--- src/rtl/sub_seq_ctrl.sv ---
// Sequential nibble-serial subtractor: one 4-bit borrow-ripple slice reused LSB nibble first.
// Optional comparison flags are enabled by defining SUB_SEQ_CMP_EN.
module sub_seq_ctrl #(
  parameter int NIBBLES = 4
) (
  input  logic                   clk,
  input  logic                   rst_n,
  input  logic                   in_valid,
  output logic                   in_ready,
  input  logic [4*NIBBLES-1:0]   x,
  input  logic [4*NIBBLES-1:0]   y,
  input  logic                   abort,
  output logic                   out_valid,
  input  logic                   out_ready,
  output logic [4*NIBBLES-1:0]   d,
  output logic                   bout,
  output logic                   lt,
  output logic                   eq,
  output logic                   gt
);

  localparam int W  = 4 * NIBBLES;
  localparam int IW = (NIBBLES > 1) ? $clog2(NIBBLES) : 1;

  localparam logic [1:0] IDLE = 2'd0;
  localparam logic [1:0] RUN  = 2'd1;
  localparam logic [1:0] DONE = 2'd2;

  logic [1:0]    state_reg;
  logic [IW-1:0] idx_reg;
  logic [W-1:0]  x_reg, y_reg, d_reg, d_next;
  logic          borrow_reg, bout_reg;

  logic [3:0]    x_nib [NIBBLES];
  logic [3:0]    y_nib [NIBBLES];
  logic [3:0]    x_cur, y_cur, slice_d;
  logic [4:0]    chain;
  logic          accept, step, last_nib;

  assign accept   = (state_reg == IDLE) && in_valid && !abort;
  assign step     = (state_reg == RUN) && !abort;
  assign last_nib = (idx_reg == IW'(NIBBLES - 1));

  genvar gi;
  generate
    for (gi = 0; gi < NIBBLES; gi++) begin : g_nib
      assign x_nib[gi] = x_reg[4*gi +: 4];
      assign y_nib[gi] = y_reg[4*gi +: 4];
      // Only the nibble under the index is rewritten; the others hold.
      assign d_next[4*gi +: 4] = (idx_reg == IW'(gi)) ? slice_d : d_reg[4*gi +: 4];
    end
  endgenerate

  assign x_cur    = x_nib[idx_reg];
  assign y_cur    = y_nib[idx_reg];
  assign chain[0] = borrow_reg;

  generate
    for (gi = 0; gi < 4; gi++) begin : g_bit
      assign slice_d[gi]  = x_cur[gi] ^ y_cur[gi] ^ chain[gi];
      assign chain[gi+1]  = (~x_cur[gi] & y_cur[gi]) | (~(x_cur[gi] ^ y_cur[gi]) & chain[gi]);
    end
  endgenerate

  always_ff @(posedge clk or negedge rst_n) begin
    if (!rst_n) begin
      state_reg  <= IDLE;
      idx_reg    <= '0;
      x_reg      <= '0;
      y_reg      <= '0;
      d_reg      <= '0;
      borrow_reg <= 1'b0;
      bout_reg   <= 1'b0;
    end else begin
      case (state_reg)
        IDLE: begin
          if (accept) begin
            x_reg      <= x;
            y_reg      <= y;
            borrow_reg <= 1'b0;
            idx_reg    <= '0;
            state_reg  <= RUN;
          end
        end
        RUN: begin
          if (abort) begin
            state_reg <= IDLE;
          end else begin
            d_reg      <= d_next;
            borrow_reg <= chain[4];
            if (last_nib) begin
              bout_reg  <= chain[4];
              state_reg <= DONE;
            end else begin
              idx_reg <= idx_reg + 1'b1;
            end
          end
        end
        DONE: begin
          if (abort || out_ready) state_reg <= IDLE;
        end
        default: state_reg <= IDLE;
      endcase
    end
  end

`ifdef SUB_SEQ_CMP_EN
  logic zero_reg, lt_reg, eq_reg, gt_reg, zero_now;

  // Running zero flag: difference is zero only if every nibble came out zero.
  assign zero_now = zero_reg & (slice_d == 4'd0);

  always_ff @(posedge clk or negedge rst_n) begin
    if (!rst_n) begin
      zero_reg <= 1'b0;
      lt_reg   <= 1'b0;
      eq_reg   <= 1'b0;
      gt_reg   <= 1'b0;
    end else if (accept) begin
      zero_reg <= 1'b1;
    end else if (step) begin
      zero_reg <= zero_now;
      if (last_nib) begin
        lt_reg <= chain[4];
        eq_reg <= zero_now;
        gt_reg <= ~chain[4] & ~zero_now;
      end
    end
  end

  assign lt = lt_reg;
  assign eq = eq_reg;
  assign gt = gt_reg;
`else
  assign lt = 1'b0;
  assign eq = 1'b0;
  assign gt = 1'b0;
`endif

  assign in_ready  = (state_reg == IDLE);
  assign out_valid = (state_reg == DONE);
  assign d         = d_reg;
  assign bout      = bout_reg;

endmodule

--- config.mk ---
export PLATFORM = sky130hd
export DESIGN_NAME = sub_seq_ctrl
export DESIGN_NICKNAME = d
export VERILOG_FILES = /design/src/rtl/sub_seq_ctrl.sv
export SDC_FILE = /design/constraint.sdc
export NUM_CORES = 1
export LEC_CHECK = 0
export CAP_MARGIN = 20
export CORE_ASPECT_RATIO = 2
export CORE_MARGIN = 2
export CORE_UTILIZATION = 53
export CTS_CLUSTER_DIAMETER = 150
export DETAILED_ROUTE_END_ITERATION = 8
export HOLD_SLACK_MARGIN = 0.02
export PLACE_DENSITY_LB_ADDON = 0.08
export SLEW_MARGIN = 20
export SYNTH_ARGS = -nofsm -noshare
export SYNTH_HDL_FRONTEND = slang
export SYNTH_SLANG_ARGS = --single-unit
--- constraint.sdc ---
create_clock -name clk -period 4.62 [get_ports clk]
set_input_delay 1.155 -clock clk [delete_from_list [all_inputs] [get_ports clk]]
set_output_delay 1.155 -clock clk [all_outputs]
set_load 0.02 [all_outputs]
==> results.tsv, run 1 <==
stage	metric	value	unit
yosys	register area share after synthesis	54.3	%
global_routing	met1 Use GR	22.1	%
placement	dpl ws	1.35	ns
sta	setup TNS	0	ns
cells_and_area	share of cells above drive strength 1	25.4	%
worst_hold_path	Hold EP	d[1]	
cells_and_area	post-route insts no fill	283	
clock_tree	worst skew pair latency	0.29	ns
placement	I/O Buffers	55	
cells_and_area	Nets	272	
worst_setup_path	most used cell, CP	fa_1	
power_and_ir_drop	Peak VDD IR	416	uV
sta	Min Clock Period, post-route	3.24	ns
worst_setup_path	reg-to-reg endpoint	d[11]	
global_routing	grt ovf	0	
clock_tree	cts hold-fix bufs	0	
worst_setup_path	cell family contributing the most delay on the critical path	adder cells	
route	DRT Pass-1 Iters	4	
yosys	synthesized area	2490	sq um
sta	Slew Viols, Final	0	
route	vias per cell	5.33	
route	drt drc	0	
clock_tree	post-CTS setup buffers	0	
yosys	yosys warns	0	
clock_tree	Max clock buf depth	2	
clock_tree	CTS tree	done	
run	Max Cap Violations	0	
global_routing	GR peak layer	met2	
worst_hold_path	HP Start	d[1]	
global_routing	number of global-route vias before repair	1664	
yosys	Yosys reg bits	54	
clock_tree	CTS resizes	0	
yosys	Synth top area share	54.3	%
yosys	Mapped Cells	172	
global_routing	first-pass GRT wire length	7860	um
placement	routability congestion estimate	0.740	
worst_setup_path	R2R Setup Slk	1.38	ns
power_and_ir_drop	leak pwr	1.35	nW
clock_tree	# H-tree levels	2	
cells_and_area	ant diodes	0	
worst_setup_path	CP Class	flip-flop to flip-flop	
yosys	Synth Flop Type	dfrtp_1	
route	Detail Route Antenna Nets	0	
sta	maximum clock frequency	0.309	GHz
status	outcome	complete, no violations	
clock_tree	clock-pin slew on the worst setup and hold paths	0.09	ns
global_routing	initial antenna violation count	0	
worst_setup_path	crit-path cells	mux4_2, inv_1, fa_1, inv_1, fa_1, fa_1, inv_1, fa_1, mux2_2	
sta	fin worst setup slack	1.38	ns
yosys	Distinct cells, synth	22	
worst_hold_path	Hold Crit Class	flip-flop to flip-flop	
cells_and_area	commonest non-fill, non-tap cells in the layout	dfrtp_1 (54), clkdlybuf4s50_1 (54), mux2_2 (40), inv_1 (12), o21ai_0 (11)	
worst_setup_path	crit path DAT	3.42	ns
yosys	Synth area leaders	dfrtp_1 (54%), mux2_2 (18%), mux4_2 (7.2%), fa_1 (3.2%), o21ai_0 (2.2%)	
yosys	cell taking the most area after synthesis	dfrtp_1	
yosys	Mean Syn Cell Area	14.5	sq um
route	Routed WL	4720	um
global_routing	All-Layer GR Usage	20.4	%
placement	hpwl dp	3760	um
floorplanning	number of top-level pins	59	
route	drt wl/cell	16.7	um
route	Vias	1507	
worst_setup_path	Critical R2R Launch	idx_reg[0]	
route	Iter 0 DRT Violations	18	
yosys	Post-synth ARST share	100	%
floorplanning	die area	5290	sq um
floorplanning	die width	52.5	um
global_routing	grt met2 use	38.6	%
worst_setup_path	CP max FO	11	
clock_tree	clock sink count	54	
placement	dpl cells	275	
clock_tree	CTS root buf	clkbuf_8	
worst_hold_path	WHS Path Cells	2	
sta	final setup fails	0	
cells_and_area	synth-to-layout area growth	26.8	%
sta	final hold violation count	0	
floorplanning	Initial Utilization	54.6	%
floorplanning	Core Rows	35	
sta	actual slew at the worst max-slew pin	0.573	ns
yosys	Post-synth EDFFs	0	
sta	Slew Limit Headroom	61.8	%
worst_setup_path	type of origin of the critical path	flip-flop	
power_and_ir_drop	Pwr per Cell Area	529	nW/um^2
worst_setup_path	WP data required	4.81	ns
sta	RSZ-0062 raised after global routing	no	
clock_tree	TritonCTS Buffers	5	
sta	Clock Skew	0.00481	ns
global_routing	GRT met3 Usage	3.26	%
sta	Final Cycle Share	70.1	%
worst_setup_path	CP Buf/Inv Count	3	
global_routing	largest net degree at the start of global routing	35	
worst_setup_path	crit-path max cell delay	0.71	ns
worst_setup_path	reg2reg path depth	9	
floorplanning	Placeable Area	4550	sq um
worst_setup_path	CP endpoint kind	flip-flop	
worst_setup_path	Critical-path top delay cell	dfrtp_1	
floorplanning	Die Y	101	um
[layer usage]
layer,vias to the layer above,part of all wire (%),routed length [um]
li1,701,-,-
met1,764,34,1620
met2,37,61,2900
met3,5,2.9,138
met4,0,1.3,62
met5,-,0,0
[synth_stat cells (2+ instances only)]
cell type	number
nand4bb_1	4
buf_6	4
dfrtp_1	54
nand2_1	9
o21ai_0	11
mux4_2	8
inv_1	12
mux2i_1	2
nand3_1	2
nor2_1	4
mux2_2	40
ha_1	4
buf_4	4
nor2b_1	2
fa_1	4
buf_2	2
[where the power goes]
part	leakage [nW]	total, mW	switching [mW]	internal [mW]
Sequential	0.661	0.712	0.103	0.609
Clock	0.0524	0.302	0.140	0.162
Combinational	0.633	0.654	0.299	0.355
Total	1.35	1.67	0.542	1.13
[layout make-up]
type | instances | area, sq um
clock inverters | 1 | 30.0
inverters | 12 | 45.0
flip-flops and latches | 54 | 1350
multi-input cells | 97 | 1010
repair buffers | 57 | 573
clock buffers | 7 | 76.3
fillers | 347 | 1400
well taps | 55 | 68.8
[through the flow]
stage	power [mW]	area, sq um	util (%)	hold slack [ns]
after CTS	1.69	3160	69.3	0.490
final	1.67	3160	69.3	0.482
after global routing	1.78	3160	69.3	0.529
after floorplan	1.11	2500	-	0.466
after detailed placement	1.39	3050	67.0	0.470
after global placement	1.35	3030	66.5	0.460
[worst reg2reg max path: stages, from the launching register on]
cell	delay (ns)
dfrtp_1	0.71
mux4_2	0.57
inv_1	0.08
fa_1	0.15
inv_1	0.05
fa_1	0.38
fa_1	0.37
inv_1	0.07
fa_1	0.46
mux2_2	0.29
[worst max path at each step]
stage,depth (start not counted),slack (ns),startpoint,endpoint
after floorplan,10,1.63,idx_reg[0],d[11]
after global placement,9,1.42,idx_reg[0],d[15]
after detailed placement,9,1.35,idx_reg[0],d[3]
after CTS,9,1.34,idx_reg[0],d[11]
after global routing,9,1.19,idx_reg[0],d[3]
final,9,1.38,idx_reg[0],d[11]
[logic make-up after synthesis]
kind of cell	after synthesis	share of synthesized area (%)
compound gates	13	2.87
fa+ha+maj	8	5.23
other cells	1	0.151
simple gates	23	5.93
flops	54	54.3
buf+inv	23	5.38
mux	50	26.1
Power figures use the tool's default switching activity.
==> inputs of run 2 (changes only) <==
- CORE_UTILIZATION: 53 -> 45
- clock period: 4.62 -> 2.85 ns (I/O delays scaled with it)
==> run 2 against run 1 <==
Against the previous run: clock power grew 63%; non-clock buffer count grew 3; design area grew 2.0%.
==> results.tsv, run 2 (same netlist as run 1, synthesis figures left out) <==
stage	metric	value	unit
worst_setup_path	reg-to-reg endpoint	d[3]	
floorplanning	die width	56.6	um
route	drt drc	0	
power_and_ir_drop	Pwr Total	2.82	mW
global_routing	initial antenna violation count	0	
clock_tree	clock-pin slew on the worst setup and hold paths	0.09	ns
sta	maximum clock frequency	0.353	GHz
floorplanning	Placeable Area	5370	sq um
run	Max Cap Violations	0	
floorplanning	die area	6180	sq um
sta	RSZ-0062 raised after global routing	yes	
cells_and_area	synth-to-layout area growth	29.3	%
power_and_ir_drop	Peak VDD IR	685	uV
sta	final hold violation count	0	
worst_setup_path	Critical R2R Launch	idx_reg[0]	
worst_setup_path	CP max FO	9	
sta	fin worst setup slack	0.0181	ns
global_routing	first-pass GRT wire length	8380	um
floorplanning	Die Y	109	um
placement	hpwl dp	3960	um
sta	Min Clock Period, post-route	2.83	ns
global_routing	largest net degree at the start of global routing	41	
sta	actual slew at the worst max-slew pin	0.494	ns
route	drt wl/cell	17.1	um
worst_setup_path	crit path DAT	3.02	ns
worst_hold_path	Hold Crit Class	input pin to async pin	
placement	routability congestion estimate	0.787	
worst_setup_path	type of origin of the critical path	flip-flop	
floorplanning	Initial Utilization	46.3	%
power_and_ir_drop	leak pwr	1.37	nW
sta	Slew Viols, Final	0	
placement	Area after DPL	3080	sq um
cells_and_area	Nets	275	
cells_and_area	share of cells above drive strength 1	29.4	%
placement	I/O Buffers	55	
floorplanning	Core Rows	38	
route	Routed WL	4980	um
placement	dpl ws	-0.0349	ns
clock_tree	worst skew pair latency	0.30	ns
cells_and_area	ant diodes	0	
route	vias per cell	5.36	
cells_and_area	cell area after layout	3220	sq um
route	Vias	1561	
clock_tree	# H-tree levels	2	
sta	final setup fails	0	
worst_setup_path	critical path endpoint	d[3]	
route	Iter 0 DRT Violations	28	
worst_setup_path	CP Class	flip-flop to flip-flop	
worst_setup_path	R2R Setup Slk	0.02	ns
clock_tree	clock sink count	54	
global_routing	number of global-route vias before repair	1713	
global_routing	All-Layer GR Usage	17.8	%
clock_tree	cts hold-fix bufs	0	
sta	Final Cycle Share	99.4	%
route	DRT Pass-1 Iters	4	
clock_tree	TritonCTS Buffers	5	
cells_and_area	commonest non-fill, non-tap cells in the layout	dfrtp_1 (54), clkdlybuf4s50_1 (54), mux2_2 (38), o21ai_0 (11)	
power_and_ir_drop	Pwr per Cell Area	875	nW/um^2
global_routing	grt ovf	0	
sta	Clock Skew	0.00580	ns
worst_setup_path	critical path startpoint	idx_reg[0]	
floorplanning	number of top-level pins	59	
sta	Slew Limit Headroom	66.7	%
route	Detail Route Antenna Nets	0	
worst_setup_path	CP endpoint kind	flip-flop	
clock_tree	CTS tree	done	
status	outcome	complete, no violations	
clock_tree	Max clock buf depth	2	
worst_setup_path	WP data required	3.04	ns
cells_and_area	FILL cells	448	
clock_tree	CTS root buf	clkbuf_8	
worst_setup_path	reg2reg path depth	8	
## run 2: power breakdown
group | leakage, nW | switching, mW | internal, mW
sequential | 0.661 | 0.135 | 0.988
clock | 0.0524 | 0.230 | 0.263
combinational | 0.655 | 0.550 | 0.650
## run 2: metal layers
layer | vias up | global-route usage [%] | wire [um] | part of all wire (%)
met4 | 0 | 8.84 | 147 | 3.0
met1 | 791 | 18.4 | 1700 | 34
met3 | 12 | 3.08 | 196 | 3.9
met2 | 48 | 33.6 | 2940 | 59
li1 | 710 | - | - | -
met5 | - | 0 | 0 | 0
## run 2: worst min-delay path by stage
stage	from	endpoint	slack, ns	cells past startpoint
floorplan	rst_n	borrow_reg	0.42	0
finish	rst_n	x_reg[6]	0.30	1
global placement	d[9]	d[9]	0.46	2
detailed placement	bout	bout	0.48	2
CTS	rst_n	x_reg[6]	0.30	1
global route	rst_n	x_reg[9]	0.31	1
## run 2: final cells by class
class                   instances  area [sq um]  area share [%]
clock buffers                   7          76.3            2.37
multi-input cells              97          1030            32.0
repair buffers                 60           612            19.0
inverters                      12          45.0            1.40
clock inverters                 1          30.0           0.933
flip-flops and latches         54          1350            42.0
well taps                      60          75.1            2.33
## run 2: repair_timing
action	in CTS	in global routing
gates cloned	0	0
setup buffers	1	0
resized for setup	5	4
pin swaps	2	2
setup endpoints to repair	4	4
## run 2: critical path, stage by stage (launching register included)
cell     delay [ns]
dfrtp_1        0.40
buf_6          0.13
buf_12         0.12
mux4_2         0.52
fa_2           0.39
fa_2           0.35
inv_2          0.07
fa_2           0.46
mux2_4         0.29
## run 2: metrics by stage
step | hold slack [ns] | util, % | std cells | setup TNS, ns
2_1_floorplan | 0.417 | - | 174 | 0
3_3_place_gp | 0.459 | 57.3 | 282 | 0
3_5_place_dp | 0.476 | 57.3 | 282 | -0.118
4_1_cts | 0.302 | 59.7 | 291 | 0
5_1_grt | 0.314 | 59.9 | 291 | -0.344
6_report | 0.298 | 59.9 | 291 | 0
==> inputs of run 3 (changes only) <==
--- a/config.mk
+++ b/config.mk
@@ -9,3 +9,3 @@
 export CORE_ASPECT_RATIO = 2
-export CORE_MARGIN = 2
+export CORE_MARGIN = 3
 export CORE_UTILIZATION = 45
==> constraint.sdc (replaced) <==
create_clock -name clk -period 2.85 [get_ports clk]
set_input_delay 0.57 -clock clk [delete_from_list [all_inputs] [get_ports clk]]
set_output_delay 0.57 -clock clk [all_outputs]
set_load 0.02 [all_outputs]
==> run 3 against run 2 <==
Against the previous run: combinational power down 5%; clock power up 3%; setup slack better by 0.016 ns; die area up 5.4%; design area down 0.70%; fmax up 0.56%; register-to-register slack better by 0.02 ns; non-clock buffer count up 1; largest cell class unchanged; highest routed layer unchanged.
==> results.tsv, run 3 (same netlist as run 1, synthesis figures left out) <==
stage	metric	value	unit
status	outcome	complete, no violations	
clock_tree	TritonCTS Buffers	5	
worst_setup_path	reg-to-reg endpoint	d[11]	
run	Max Cap Violations	0	
worst_setup_path	CP endpoint kind	flip-flop	
floorplanning	die area	6510	sq um
clock_tree	cts hold-fix bufs	0	
route	Routed WL	4860	um
worst_setup_path	crit path DAT	3.03	ns
worst_setup_path	type of origin of the critical path	flip-flop	
sta	RSZ-0062 raised after global routing	yes	
floorplanning	Core Rows	37	
placement	routability congestion estimate	0.725	
route	vias per cell	5.15	
worst_setup_path	Critical R2R Launch	idx_reg[0]	
sta	maximum clock frequency	0.355	GHz
clock_tree	clock-pin slew on the worst setup and hold paths	0.10	ns
sta	actual slew at the worst max-slew pin	0.814	ns
global_routing	number of global-route vias before repair	1688	
floorplanning	Die Y	111	um
worst_setup_path	critical path endpoint	d[11]	
clock_tree	CTS tree	done	
worst_hold_path	Hold Crit Class	input pin to async pin	
clock_tree	Max clock buf depth	2	
cells_and_area	Nets	276	
global_routing	All-Layer GR Usage	16.6	%
worst_setup_path	reg2reg path depth	9	
power_and_ir_drop	Pwr per Cell Area	864	nW/um^2
worst_setup_path	R2R Setup Slk	0.03	ns
sta	hold slack	0.341	ns
power_and_ir_drop	Peak VDD IR	619	uV
cells_and_area	ant diodes	0	
global_routing	largest net degree at the start of global routing	38	
clock_tree	worst skew pair latency	0.31	ns
cells_and_area	post-route insts no fill	290	
clock_tree	CTS root buf	clkbuf_8	
worst_setup_path	WP data required	3.06	ns
cells_and_area	share of cells above drive strength 1	29.3	%
sta	Final Cycle Share	98.8	%
placement	I/O Buffers	55	
route	Iter 0 DRT Violations	19	
cells_and_area	synth-to-layout area growth	28.4	%
sta	final setup fails	0	
global_routing	grt ovf	0	
route	drt drc	0	
worst_setup_path	critical path startpoint	idx_reg[0]	
global_routing	initial antenna violation count	0	
sta	Min Clock Period, post-route	2.82	ns
floorplanning	number of top-level pins	59	
placement	hpwl dp	3850	um
route	Vias	1494	
clock_tree	clock sink count	54	
worst_setup_path	CP max FO	4	
route	DRT Pass-1 Iters	3	
sta	Slew Limit Headroom	45.8	%
worst_setup_path	CP Class	flip-flop to flip-flop	
placement	dpl cells	281	
cells_and_area	commonest non-fill, non-tap cells in the layout	dfrtp_1 (54), clkdlybuf4s50_1 (54), mux2_2 (39), o21ai_0 (11), inv_1 (10)	
route	Detail Route Antenna Nets	0	
sta	setup TNS	0	ns
sta	Clock Skew	0.0122	ns
floorplanning	Placeable Area	5230	sq um
global_routing	first-pass GRT wire length	8090	um
sta	Slew Viols, Final	0	
sta	final hold violation count	0	
power_and_ir_drop	leak pwr	1.36	nW
floorplanning	Initial Utilization	47.6	%
route	drt wl/cell	16.8	um
clock_tree	# H-tree levels	2	
floorplanning	die width	58.6	um
run 3: worst min path at each step:
stage / slack (ns) / end
2_1_floorplan: 0.27 / borrow_reg
3_3_place_gp: 0.46 / d[13]
3_5_place_dp: 0.47 / d[6]
4_1_cts: 0.36 / d[5]
5_1_grt: 0.39 / d[2]
6_report: 0.34 / d[5]
run 3: where the power goes:
group,leakage [nW],switching [mW],total (mW),internal (mW)
Clock,0.0514,0.246,0.509,0.262
Combinational,0.650,0.523,1.14,0.615
Sequential,0.661,0.127,1.11,0.988
Total,1.36,0.896,2.76,1.86
run 3: final cells by class:
type                    instances  area, sq um
clock inverters                 2         37.5
inverters                      12         45.0
flip-flops and latches         54         1350
repair buffers                 61          594
fillers                       438         2040
clock buffers                   6         72.6
multi-input cells              97         1020
well taps                      58         72.6
run 3: per-layer routing:
metal / part of all wire (%) / global-route usage (%)
met1: 36 / 17.7
met2: 57 / 29.5
met3: 4.4 / 4.08
met4: 2.5 / 7.41
met5: 0 / 0
run 3: timing repair:
| item | 4_1_cts | 5_1_grt |
|---|---|---|
| resized for setup | 2 | 1 |
| setup endpoints to repair | 2 | 4 |
| setup buffers | 1 | 0 |
| pin swaps | 1 | 0 |
| gates cloned | 0 | 0 |
run 3: stage by stage:
step | area [sq um] | setup WS, ns | total power, mW | util (%)
floorplan | 2510 | 0.00378 | 1.82 | -
global placement | 3070 | 0.0380 | 2.23 | 58.7
detailed placement | 3070 | 0.00559 | 2.28 | 58.7
CTS | 3200 | 0.0156 | 2.80 | 61.1
global route | 3200 | -0.0614 | 2.95 | 61.1
finish | 3200 | 0.0337 | 2.76 | 61.1
run 3: critical path, cell delays in order (launching register included):
cell     delay, ns
dfrtp_1       0.42
mux4_2        0.52
inv_2         0.07
fa_2          0.18
inv_1         0.05
fa_2          0.33
fa_2          0.34
inv_2         0.06
fa_1          0.45
mux2_4        0.29
